===== config.mk =====
export PLATFORM = sky130hd
export DESIGN_NAME = uart_rx
export DESIGN_NICKNAME = d
export VERILOG_FILES = /design/src/rtl/uart_rx.sv
export SDC_FILE = /design/constraint.sdc
export NUM_CORES = 1
export LEC_CHECK = 0
export BUFFER_PORTS_ARGS = -buffer_cell sky130_fd_sc_hd__clkbuf_2
export CAP_MARGIN = 20
export CORE_MARGIN = 10
export CORE_UTILIZATION = 40
export CTS_CLUSTER_DIAMETER = 80
export CTS_CLUSTER_SIZE = 14
export DETAILED_ROUTE_END_ITERATION = 6
export PLACE_DENSITY = 0.59
export SLEW_MARGIN = 40
export SYNTH_ARGS = -nofsm -noshare
export SYNTH_HDL_FRONTEND = slang
export SYNTH_SLANG_ARGS = --single-unit

===== constraint.sdc =====
create_clock -name CLK -period 1.9 [get_ports CLK]
set_input_delay 0.095 -clock CLK [delete_from_list [all_inputs] [get_ports CLK]]
set_output_delay 0.095 -clock CLK [all_outputs]
set_load 0.01 [all_outputs]

===== src/rtl/uart_rx.sv =====
// rtl/uart_rx.sv - oversampling UART receiver with 2-of-3 majority voting, optional parity
// and stop-bit checking; one-cycle result pulses are registered one clock after the stop decision.
module uart_rx #(
    parameter int DATA_WIDTH = 8,
    parameter int PRESCALE   = 8
) (
    input  logic                  CLK,
    input  logic                  RST,
    input  logic                  RX_IN,
    input  logic                  PAR_EN,
    input  logic                  PAR_TYP,
    output logic [DATA_WIDTH-1:0] P_DATA,
    output logic                  Data_Valid,
    output logic                  Par_Err,
    output logic                  Stp_Err,
    output logic                  busy
);
    localparam int CW = $clog2(PRESCALE);
    localparam int BW = (DATA_WIDTH > 1) ? $clog2(DATA_WIDTH) : 1;

    typedef enum logic [2:0] {IDLE, START, DATA, PARITY, STOP} state_t;

    state_t                state, next_state;
    logic [CW-1:0]         edge_cnt;
    logic [BW-1:0]         bit_cnt;
    logic [1:0]            samp;
    logic [DATA_WIDTH-1:0] shift;
    logic                  par_en_q, par_typ_q, par_bad;
    logic                  wrap, decide, maj, frame_done, exp_par;

    assign wrap    = (edge_cnt == CW'(PRESCALE - 1));
    assign decide  = (edge_cnt == CW'(PRESCALE / 2 + 1));
    // samp[0]/samp[1] hold the two earlier samples; the third is the live line on the decision cycle
    assign maj     = (samp[0] & samp[1]) | (samp[0] & RX_IN) | (samp[1] & RX_IN);
    assign exp_par = par_typ_q ? ~(^shift) : (^shift);
    assign busy    = (state != IDLE);

    always_comb begin
        next_state = state;
        frame_done = 1'b0;
        case (state)
            IDLE:   if (!RX_IN) next_state = START;
            START: begin
                if (decide && maj)  next_state = IDLE;
                else if (wrap)      next_state = DATA;
            end
            DATA: begin
                if (wrap && bit_cnt == BW'(DATA_WIDTH - 1))
                    next_state = par_en_q ? PARITY : STOP;
            end
            PARITY: if (wrap) next_state = STOP;
            STOP: begin
                if (decide) begin
                    frame_done = 1'b1;
                    next_state = IDLE;
                end
            end
            default: next_state = IDLE;
        endcase
    end

    always_ff @(posedge CLK) begin
        if (RST) begin
            state      <= IDLE;
            edge_cnt   <= '0;
            bit_cnt    <= '0;
            samp       <= '0;
            shift      <= '0;
            par_en_q   <= 1'b0;
            par_typ_q  <= 1'b0;
            par_bad    <= 1'b0;
            P_DATA     <= '0;
            Data_Valid <= 1'b0;
            Par_Err    <= 1'b0;
            Stp_Err    <= 1'b0;
        end else begin
            state <= next_state;

            // the cycle that first sees the start edge is edge 0, so the counter leaves IDLE at 1
            if (state == IDLE)
                edge_cnt <= RX_IN ? '0 : CW'(1);
            else if (next_state == IDLE || wrap)
                edge_cnt <= '0;
            else
                edge_cnt <= edge_cnt + CW'(1);

            if (state == IDLE && !RX_IN) begin
                par_en_q  <= PAR_EN;
                par_typ_q <= PAR_TYP;
                par_bad   <= 1'b0;
                bit_cnt   <= '0;
            end

            if (edge_cnt == CW'(PRESCALE / 2 - 1)) samp[0] <= RX_IN;
            if (edge_cnt == CW'(PRESCALE / 2))     samp[1] <= RX_IN;

            if (state == DATA && decide) shift   <= {maj, shift[DATA_WIDTH-1:1]};
            if (state == DATA && wrap)   bit_cnt <= bit_cnt + BW'(1);
            if (state == PARITY && decide) par_bad <= (maj != exp_par);

            Data_Valid <= frame_done & maj & ~par_bad;
            Par_Err    <= frame_done & par_bad;
            Stp_Err    <= frame_done & ~maj;
            if (frame_done && maj && !par_bad) P_DATA <= shift;
        end
    end
endmodule


==> metrics.txt, run 1 <==
outcome complete, no violations; Max-Cap Viols 0; share of post-route cells with drive strength above 1 28.5%; setup_tns 0 ps; synthesized netlist cell count 151; WL/cell 12.8 um; first-pass GRT wire length 4830 um; Overflow after GRT 0; Worst R2R Setup Slack 60 ps; # IOs 17; Pins Over Slew Limit 0; Max Buffers Root-to-Sink 2; Worst path max stage delay 410 ps; Net count, final 190; fmax 543 MHz; DIE WIDTH 80.8 um; CTS tree done; cell at the slowest stage of the critical path or3b_4; Clock Tree Root clkbuf_8; RD Place Congestion 0.891; worst skew pair latency 280 ps; Final period util 96.9%; critical path class register to register; Antenna Cells 0; Die ar. 6530 um2; min-delay worst type input port to register; worst-margin pin slew 622 ps; Detailed Route Iter0 Violations 37; net count after synthesis 163; Clock transition at path regs 70 ps; TritonCTS Sinks 33; post-place setup slack -55.4 ps; Layout area overhead 22.1%; Layout Skew 4.27 ps; Worst R2R Start edge_cnt[1]; P_leak 0.761 nW; final core occ 50.1%; largest delay contributor family on the critical path simple AND/OR/NAND/NOR gates; hold path startpoint PAR_EN; via count 1,100; port buffer count 16; Startpoint Class register; vias in the first global route 1,028; initial antenna violation count 0; Initial Util 41.0%; final-report setup violation count 0; DRC errors left 0; Yosys cell types 33; cell area after synthesis 1480 um2; H-tree depth 2; RSZ-0062 raised after global routing true; drt first pass iters 4; worst path required time 2050 ps; Buf+Inv Stages, Crit Path 2; Post-Route WL 2900 um; Cell Chain, Critical Path inv_2 -> ha_4 -> nand2_2 -> or3_4 -> or3b_4 -> buf_6 -> mux2i_1 -> nor2_1; Hold-fix buffers, CTS 0; Die Span Y 80.8 um; Yosys reg bits 33; Hold Vio Cnt, Final 0; Power Dens Cells 711 nW/um2; sequential cell area fraction in the yosys report 44.7%; crit-path max FO 5; CP Launch Point edge_cnt[1]; post-route design area 1810 um2; CP arrival 1990 ps; Placement Rows 22; Num CTS Buffers 5; yosys warns 0; Rel. slew slack 58.5%; critical path endpoint category register; DP Area 1630 um2; overall power 1.28 mW; hpwl dp 2080 um; Detail Route Antenna Nets 0; Placeable Area 3610 um2; largest net degree at the start of global routing 33; GRT Overall Usage 9.48%; Vias/cell 4.85; Peak supply drop 0.000379 V; min Tclk post-route 1840 ps; Final WS setup 58.4 ps; Avg Cell Area, Syn 9.79 um2
-- stage by stage --
step | cells | hold WS [ps]
3_5_place_dp | 216 | 327
6_report | 227 | 27.7
3_3_place_gp | 216 | 326
4_1_cts | 224 | 21.9
2_1_floorplan | 151 | 167
5_1_grt | 227 | 44.3
-- layout make-up --
class                           count  area (um2)
Tap cell                           48        60.1
Timing Repair Buffer               26         159
Sequential cell                    33         666
Clock inverter                      3        17.5
Clock buffer                        5        68.8
Fill cell                         358        1800
Multi-Input combinational cell    109         823
Inverter                            3        11.3
-- path summary, 6_finish.rpt --
check	end	depth (start not counted)
worst min-delay path	par_en_q	3
worst max-delay path	P_DATA[1]	8
worst min register to register	samp[1]	2
worst max register to register	P_DATA[1]	8
-- report_power, final --
group          internal, mW  switching (mW)  total, mW  leakage, nW
registers             0.699         0.00587      0.704        0.268
clock network         0.252           0.254      0.506       0.0439
logic                0.0325          0.0408     0.0733        0.449
total                 0.983           0.301       1.28        0.761
-- cells in the mapped netlist --
cell      number  share of area (%)
a311oi_1       1               0.59
o32ai_1        2                1.2
nand3b_1       1               0.51
and2_1         2               0.85
nand2_1       11                2.8
o21a_1         2                1.0
or3_1          1               0.42
dfxtp_1       33                 45
xnor3_1        1                1.5
clkbuf_1       4                1.0
xor2_1         3                1.8
inv_1          3               0.76
a21oi_1        6                2.0
nand2b_1       2               0.85
o21ai_0        1               0.34
and3b_1        1               0.59
maj3_1         1               0.68
a32oi_1        1               0.59
mux2i_1       17                 12
nor3_4         1                1.1
nor3_1         2               0.68
buf_6          2                1.5
or2_2          1               0.42
or3b_1         1               0.59
xnor2_1        4                2.4
or3_4          1               0.76
nor2_1        24                6.1
and4b_1        1               0.68
nand2b_4       1               0.93
nand3_1        6                2.0
nor3b_1        3                1.5
ha_1           7                5.9
nor2b_1        4                1.7
-- logic make-up (layout without fill, tap and decap cells) --
family | after synthesis | count (layout) | synth area share, %
simple gates | 63 | 63 | 22.5
flops | 33 | 33 | 44.7
mux | 17 | 17 | 11.5
compound gates | 13 | 13 | 5.75
buf+inv | 9 | 37 | 3.30
fa+ha+maj | 8 | 8 | 6.60
xor+xnor | 8 | 8 | 5.67
-- layout by cell type (no fill, tap or decap), types with 3 or more instances in the layout --
cell / synthesis / routed
xnor2_1: 4 / 4
dfxtp_1: 33 / 31
mux2i_1: 17 / 16
nand3_1: 6 / 6
nand2_1: 11 / 10
ha_1: 7 / 3
buf_4: 0 / 9
nor2b_1: 4 / 4
nor3b_1: 3 / 3
xor2_1: 3 / 3
a21oi_1: 6 / 6
clkbuf_2: 0 / 16
nor2_1: 24 / 24
clkbuf_8: 0 / 5
-- state kept, by name, indices dropped and copies added, names as in the netlist --
register    cells
P_DATA          8
shift           8
bit_cnt         3
edge_cnt        3
state           3
samp            2
Data_Valid      1
Par_Err         1
Stp_Err         1
par_bad         1
par_en_q        1
par_typ_q       1
-- metal layers --
layer,GRT usage [%],vias to the layer above,wire length (um)
met4,4.15,0,34
met2,15.9,14,1480
li1,-,566,-
met3,4.19,4,153
met5,0,-,0
met1,10.1,516,1240
-- worst register-to-register path, cell delays in order (launching register included) --
cell	delay (ps)
dfxtp_2	330
inv_2	80
ha_4	130
nand2_2	50
or3_4	340
or3b_4	410
buf_6	150
mux2i_1	160
nor2_1	60
-- timing repair --
action,4_1_cts,5_1_grt
setup buffers,0,2
resized for setup,3,17
gates cloned,0,1
endpoints found under the setup margin,5,9
pin swaps,2,4
Power figures use the tool's default switching activity.
==> inputs of run 2 (changes only) <==
- CORE_UTILIZATION: 40 -> 35
- CTS_BUF_LIST: unset -> sky130_fd_sc_hd__clkbuf_16
- PLACE_DENSITY: 0.59 -> 0.53
==> run 2 against run 1 <==
  * Final area up 1.5%
  * Register-to-register slack worse by 20 ps
  * Routed wire length up 6.9%
  * Total power up 19%
  * First-iteration DRC count up 27%
  * Hold slack better by 17 ps
  * Combinational power down 0.5%
  * Count of clock-buffer cells in the layout unchanged
==> metrics.txt, run 2 (synthesized netlist as in run 1, its figures left out) <==
switching power share of the total 21.1% (-2.3 points); port buffer count 16 (unchanged); worst-margin pin slew 654 ps (+31.5 ps); commonest non-fill, non-tap cell in the layout dfxtp_1; first-pass GRT wire length 5440 um (+13%); Layout Skew 3.71 ps (-0.564 ps); final core occ 45.1% (-4.9 points); P_leak 0.797 nW (+4.7%); Die ar. 7230 um2 (+11%); Worst R2R Setup Slack 40 ps (-20 ps); final-report setup violation count 0 (unchanged); Hold Vio Cnt, Final 0 (unchanged); TritonCTS Sinks 33 (unchanged); min-delay worst type input port to register; share of post-route cells with drive strength above 1 26.4% (-2.1 points); hold_ws 45.0 ps (+17.3 ps); reg2reg path depth 7 (-1); GRT Overall Usage 9.13% (-0.35 points); Worst Setup EP edge_cnt[0]; Layout area overhead 23.9%; fmax 537 MHz (-1.1%); critical path class register to register; Antenna Cells 0 (unchanged); Peak supply drop 0.000365 V (-3.6%); via count 1,140 (+3.6%); Overflow after GRT 0 (unchanged); Flop pwr share 46.2% (-8.7 points); min Tclk post-route 1860 ps (+20.5 ps); # IOs 17 (unchanged); initial antenna violation count 0 (unchanged); Vias/cell 5.00 (+3.2%); CP arrival 1980 ps (about the same); Startpoint Class register; worst path required time 2020 ps (-30 ps); critical path endpoint category register; Power Dens Cells 834 nW/um2 (+17%); vias in the first global route 1,198 (+17%); worst skew pair latency 270 ps (about the same); most frequent cells in the layout dfxtp_1, nor2_1, mux2i_1; largest net degree at the start of global routing 33 (unchanged); Net count, final 189 (-0.53%); GRT Max-Usage Layer met2; CTS tree done; crit-path max FO 4 (-1); H-tree depth 2 (unchanged); hpwl dp 2180 um (+5.0%); Die Span Y 85.0 um (+5.2%); hold path startpoint PAR_EN; Detailed Route Iter0 Violations 47 (+27%); sw power 0.322 mW (+7.2%); RD Place Congestion 0.805 (-9.6%); biggest regs P_DATA: 8 flops, shift: 8 flops; outcome complete, no violations; M1 GR Usage 9.70% (-0.43 points); Clk pwr share 49.0% (+9.6 points); Worst R2R Start edge_cnt[0]; Max-Cap Viols 0 (unchanged); RSZ-0062 raised after global routing true; Reg2Reg Capture Point edge_cnt[0]; cell count after placement 218 (+0.93%); Placement Rows 23 (+4.5%); Placeable Area 4060 um2 (+13%); Num CTS Buffers 5 (unchanged); Max Buffers Root-to-Sink 2 (unchanged); Logic pwr share 4.8% (-0.9 points); GRT met3 Usage 4.30% (+0.11 points); drt first pass iters 4 (unchanged); Final period util 98.0% (+1.1 points); CP Launch Point edge_cnt[0]; WL/cell 13.6 um (+6.4%); DIE WIDTH 85.0 um (+5.2%); Rel. slew slack 56.4% (-2.1 points); Pins Over Slew Limit 0 (unchanged); met2 Usage GRT 15.3% (-0.60 points); Initial Util 36.4% (-4.6 points); Clock transition at path regs 50 ps (-20 ps); Pint 1.21 mW (+23%); Post-Route WL 3100 um (+6.9%); Clock Tree Root clkbuf_16; Detail Route Antenna Nets 0 (unchanged); Layout Cells excl Fill 228 (+0.44%); DRC errors left 0 (unchanged)
-- run 2: cell types whose count changed in the layout (fill, tap and decap cells not counted), sizes merged --
cell / before / now
buf: 10 / 9
inv: 3 / 4
clkinvlp: 1 / 0
-- run 2: final cells by class --
cell class	instances	area, um2
clock buffer	5	125
clock inverter	3	13.8
fill	401	2230
inverter	3	11.3
multi-input combinational	109	807
sequential	33	663
tap	50	62.6
timing repair buffer	25	149
-- run 2: power by group through the flow --
stage | Sequential [mW] | Combinational [mW] | Clock (mW)
floorplan | 0.718 | 0.0459 | 0
global placement | 0.718 | 0.0661 | 0
detailed placement | 0.719 | 0.0676 | 0
CTS | 0.704 | 0.0710 | 0.773
global route | 0.706 | 0.0812 | 0.805
finish | 0.706 | 0.0729 | 0.749
-- run 2: layer usage --
metal | wire length (um) | vias up
li1 | - | 562
met1 | 1370 | 560
met2 | 1560 | 14
met3 | 140 | 4
met4 | 25 | 0
met5 | 0 | -
-- run 2: repair_timing --
action | 4_1_cts | 5_1_grt
cloned | 0 | 1
pin swaps | 1 | 4
endpoints found under the hold margin | 0 | 0
setup buffers | 0 | 1
resized for setup | 4 | 10
setup endpoints to repair | 5 | 9
hold buffers | 0 | 0
-- run 2: how the worst min path moves through the flow --
stage,to,cells after the start
CTS,par_en_q,3
detailed placement,par_en_q,3
floorplan,state[2],1
global route,par_typ_q,3
global placement,par_en_q,3
finish,par_en_q,3
-- run 2: stage by stage --
stage	power, mW	worst slack (ps)	TNS, ps	cell area (um2)
after floorplan	0.764	107	0	1480
after global placement	0.784	0.626	0	1640
after detailed placement	0.786	-65.6	-65.6	1640
after CTS	1.55	1.49	0	1790
after global routing	1.59	-26.9	-26.9	1830
final	1.53	37.9	0	1830
-- run 2: worst max-delay path: stages, from the launching register on --
cell and delay (ps):
dfxtp_2 340, ha_1 230, ha_2 210, and4b_1 170, o21a_1 180, a311oi_2 230, and3b_2 260, o32ai_1 90
==> inputs of run 3 (changes only) <==
==> constraint.sdc (replaced) <==
create_clock -name CLK -period 1.9 [get_ports CLK]
set_input_delay 0.38 -clock CLK [delete_from_list [all_inputs] [get_ports CLK]]
set_output_delay 0.38 -clock CLK [all_outputs]
set_load 0.01 [all_outputs]
==> run 3 against run 2 <==
  * Core utilization up 1.3 points
  * Non-clock buffer count stayed put
  * Total power rose by 18%
  * Sequential share of layout area decreased by 0.99 points
  * Clock skew up 1.6 ps
  * Worst setup slack improved by 47 ps
  * Fmax increased by 2.6%
  * Register-to-register slack better by 50 ps
  * Sequential power about the same
  * Clock power is 38% higher
==> metrics.txt, run 3 (synthesized netlist as in run 1, its figures left out) <==
GRT Overall Usage 8.72% (-0.41 points); biggest regs P_DATA: 8 flops, shift: 8 flops; Worst path max stage delay 420 ps (+80 ps); Clk pwr share 56.8% (+7.8 points); cell at the slowest stage of the critical path or3b_4; Clock Tree Root clkbuf_16; Detail Route Antenna Nets 0 (unchanged); Vias/cell 4.93 (-1.5%); Pint 1.48 mW (+23%); Flop pwr share 39.1% (-7.1 points); min-delay worst type input port to register; area taken by flip-flops and latches 663 um2 (unchanged); final core occ 46.4% (+1.3 points); Power Dens Cells 958 nW/um2 (+15%); # Post-CTS Setup Buffers 0 (unchanged); Layout Skew 5.36 ps (+1.65 ps); min Tclk post-route 1810 ps (-47.4 ps); Placement Rows 23 (unchanged); RSZ-0062 raised after global routing false; largest net degree at the start of global routing 27 (-18%); share of post-route cells with drive strength above 1 26.4% (unchanged); Worst R2R Setup Slack 90 ps (+50 ps); most frequent cells in the layout dfxtp_1, nor2_1, mux2i_1; multi-input combinational cell area 805 um2 (-0.31%); DRC errors left 0 (unchanged); Logic pwr share 4.0% (-0.8 points); # fillers 403 (+0.50%); via count 1,123 (-1.5%); Die ar. 7230 um2 (unchanged); Hold-fix buffers, CTS 0 (unchanged); Initial Util 36.4% (unchanged); Layout area overhead 27.3%; Final period util 95.5% (-2.5 points); Num CTS Buffers 5 (unchanged); vias in the first global route 1,197 (-0.083%); post-CTS sizing 0 (-4); RD Place Congestion 0.777 (-3.6%); Pins Over Slew Limit 0 (unchanged); H-tree depth 2 (unchanged); commonest non-fill, non-tap cell in the layout dfxtp_1; critical path class register to register; Rel. slew slack 72.1% (+16 points); worst path required time 2050 ps (+30 ps); Detailed Route Iter0 Violations 40 (-15%); Max Buffers Root-to-Sink 2 (unchanged); setup_tns 0 ps (unchanged); Post-Route WL 3070 um (-1.2%); Placeable Area 4060 um2 (unchanged); # IOs 17 (unchanged); Clock transition at path regs 50 ps (about the same); worst-margin pin slew 417 ps (-237 ps); sw power 0.324 mW (+0.72%); hold path depth 3 (unchanged); reg2reg path depth 8 (+1); worst skew pair latency 270 ps (about the same); critical path endpoint category register; Startpoint Class register; fmax 551 MHz (+2.6%); switching power share of the total 18.0% (-3.1 points); Overflow after GRT 0 (unchanged); P_leak 0.818 nW (+2.7%); Antenna Cells 0 (unchanged); Net count, final 189 (unchanged); Hold Vio Cnt, Final 0 (unchanged); Cell Chain, Critical Path inv_2 -> ha_4 -> nand2_2 -> or3_4 -> or3b_4 -> buf_4 -> mux2i_1 -> nor2_1; Max-Cap Viols 0 (unchanged); Peak supply drop 0.000598 V (+64%); port buffer count 16 (unchanged); final-report setup violation count 0 (unchanged); drt first pass iters 4 (unchanged); initial antenna violation count 0 (unchanged); CP arrival 1960 ps (-20 ps); Die Span Y 85.0 um (unchanged); DIE WIDTH 85.0 um (unchanged); first-pass GRT wire length 5130 um (-5.7%); TritonCTS Sinks 33 (unchanged); crit-path max FO 4 (unchanged); outcome complete, no violations; WL/cell 13.5 um (-1.2%); hpwl dp 2190 um (+0.40%); CTS tree done
run 3: path summary, 6_finish.rpt:
check                                  from   endpoint
worst min register to register    par_typ_q  par_typ_q
worst max register to register  edge_cnt[1]  P_DATA[7]
worst max-delay path            edge_cnt[1]  P_DATA[7]
worst min-delay path                 PAR_EN   par_en_q
run 3: stage by stage:
stage | area (um2) | power (mW) | cells | setup slack (ps) | hold WS [ps]
after floorplan | 1480 | 0.764 | 151 | 107 | 438
after global placement | 1640 | 0.786 | 219 | 19.2 | 446
after detailed placement | 1640 | 0.787 | 219 | 23.1 | 463
after CTS | 1830 | 1.83 | 227 | 10.3 | 322
after global routing | 1880 | 1.87 | 228 | 6.63 | 356
final | 1880 | 1.80 | 228 | 85.4 | 329
run 3: routing by layer:
| metal | track usage, % | share of wire [%] | vias up |
|---|---|---|---|
| met5 | 0 | 0 | - |
| met4 | 4.19 | 0.82 | 0 |
| met3 | 4.02 | 3.9 | 2 |
| met2 | 14.9 | 51 | 13 |
| met1 | 8.77 | 44 | 541 |
| li1 | - | - | 567 |
run 3: power groups by stage:
stage          Combinational, mW  Clock, mW  Sequential [mW]
2_1_floorplan             0.0459          0            0.718
3_3_place_gp              0.0678          0            0.718
3_5_place_dp              0.0687          0            0.719
4_1_cts                   0.0689       1.06            0.704
5_1_grt                   0.0794       1.08            0.706
6_report                  0.0726       1.03            0.706
run 3: cell type report:
class	instances	area share (%)
clock buffers	5	6.64
clock inverters	3	3.46
inverters	3	0.598
multi-input cells	109	42.7
flip-flops and latches	33	35.2
well taps	50	3.32
repair buffers	25	8.04
run 3: critical path: cells and delay by family (launching register included):
family | cells | cell delay, ps
AND/OR/NAND/NOR | 4 | 860
flip-flops | 1 | 320
buffers and inverters | 2 | 240
multiplexers | 1 | 140
adder cells (fa/ha/maj) | 1 | 130
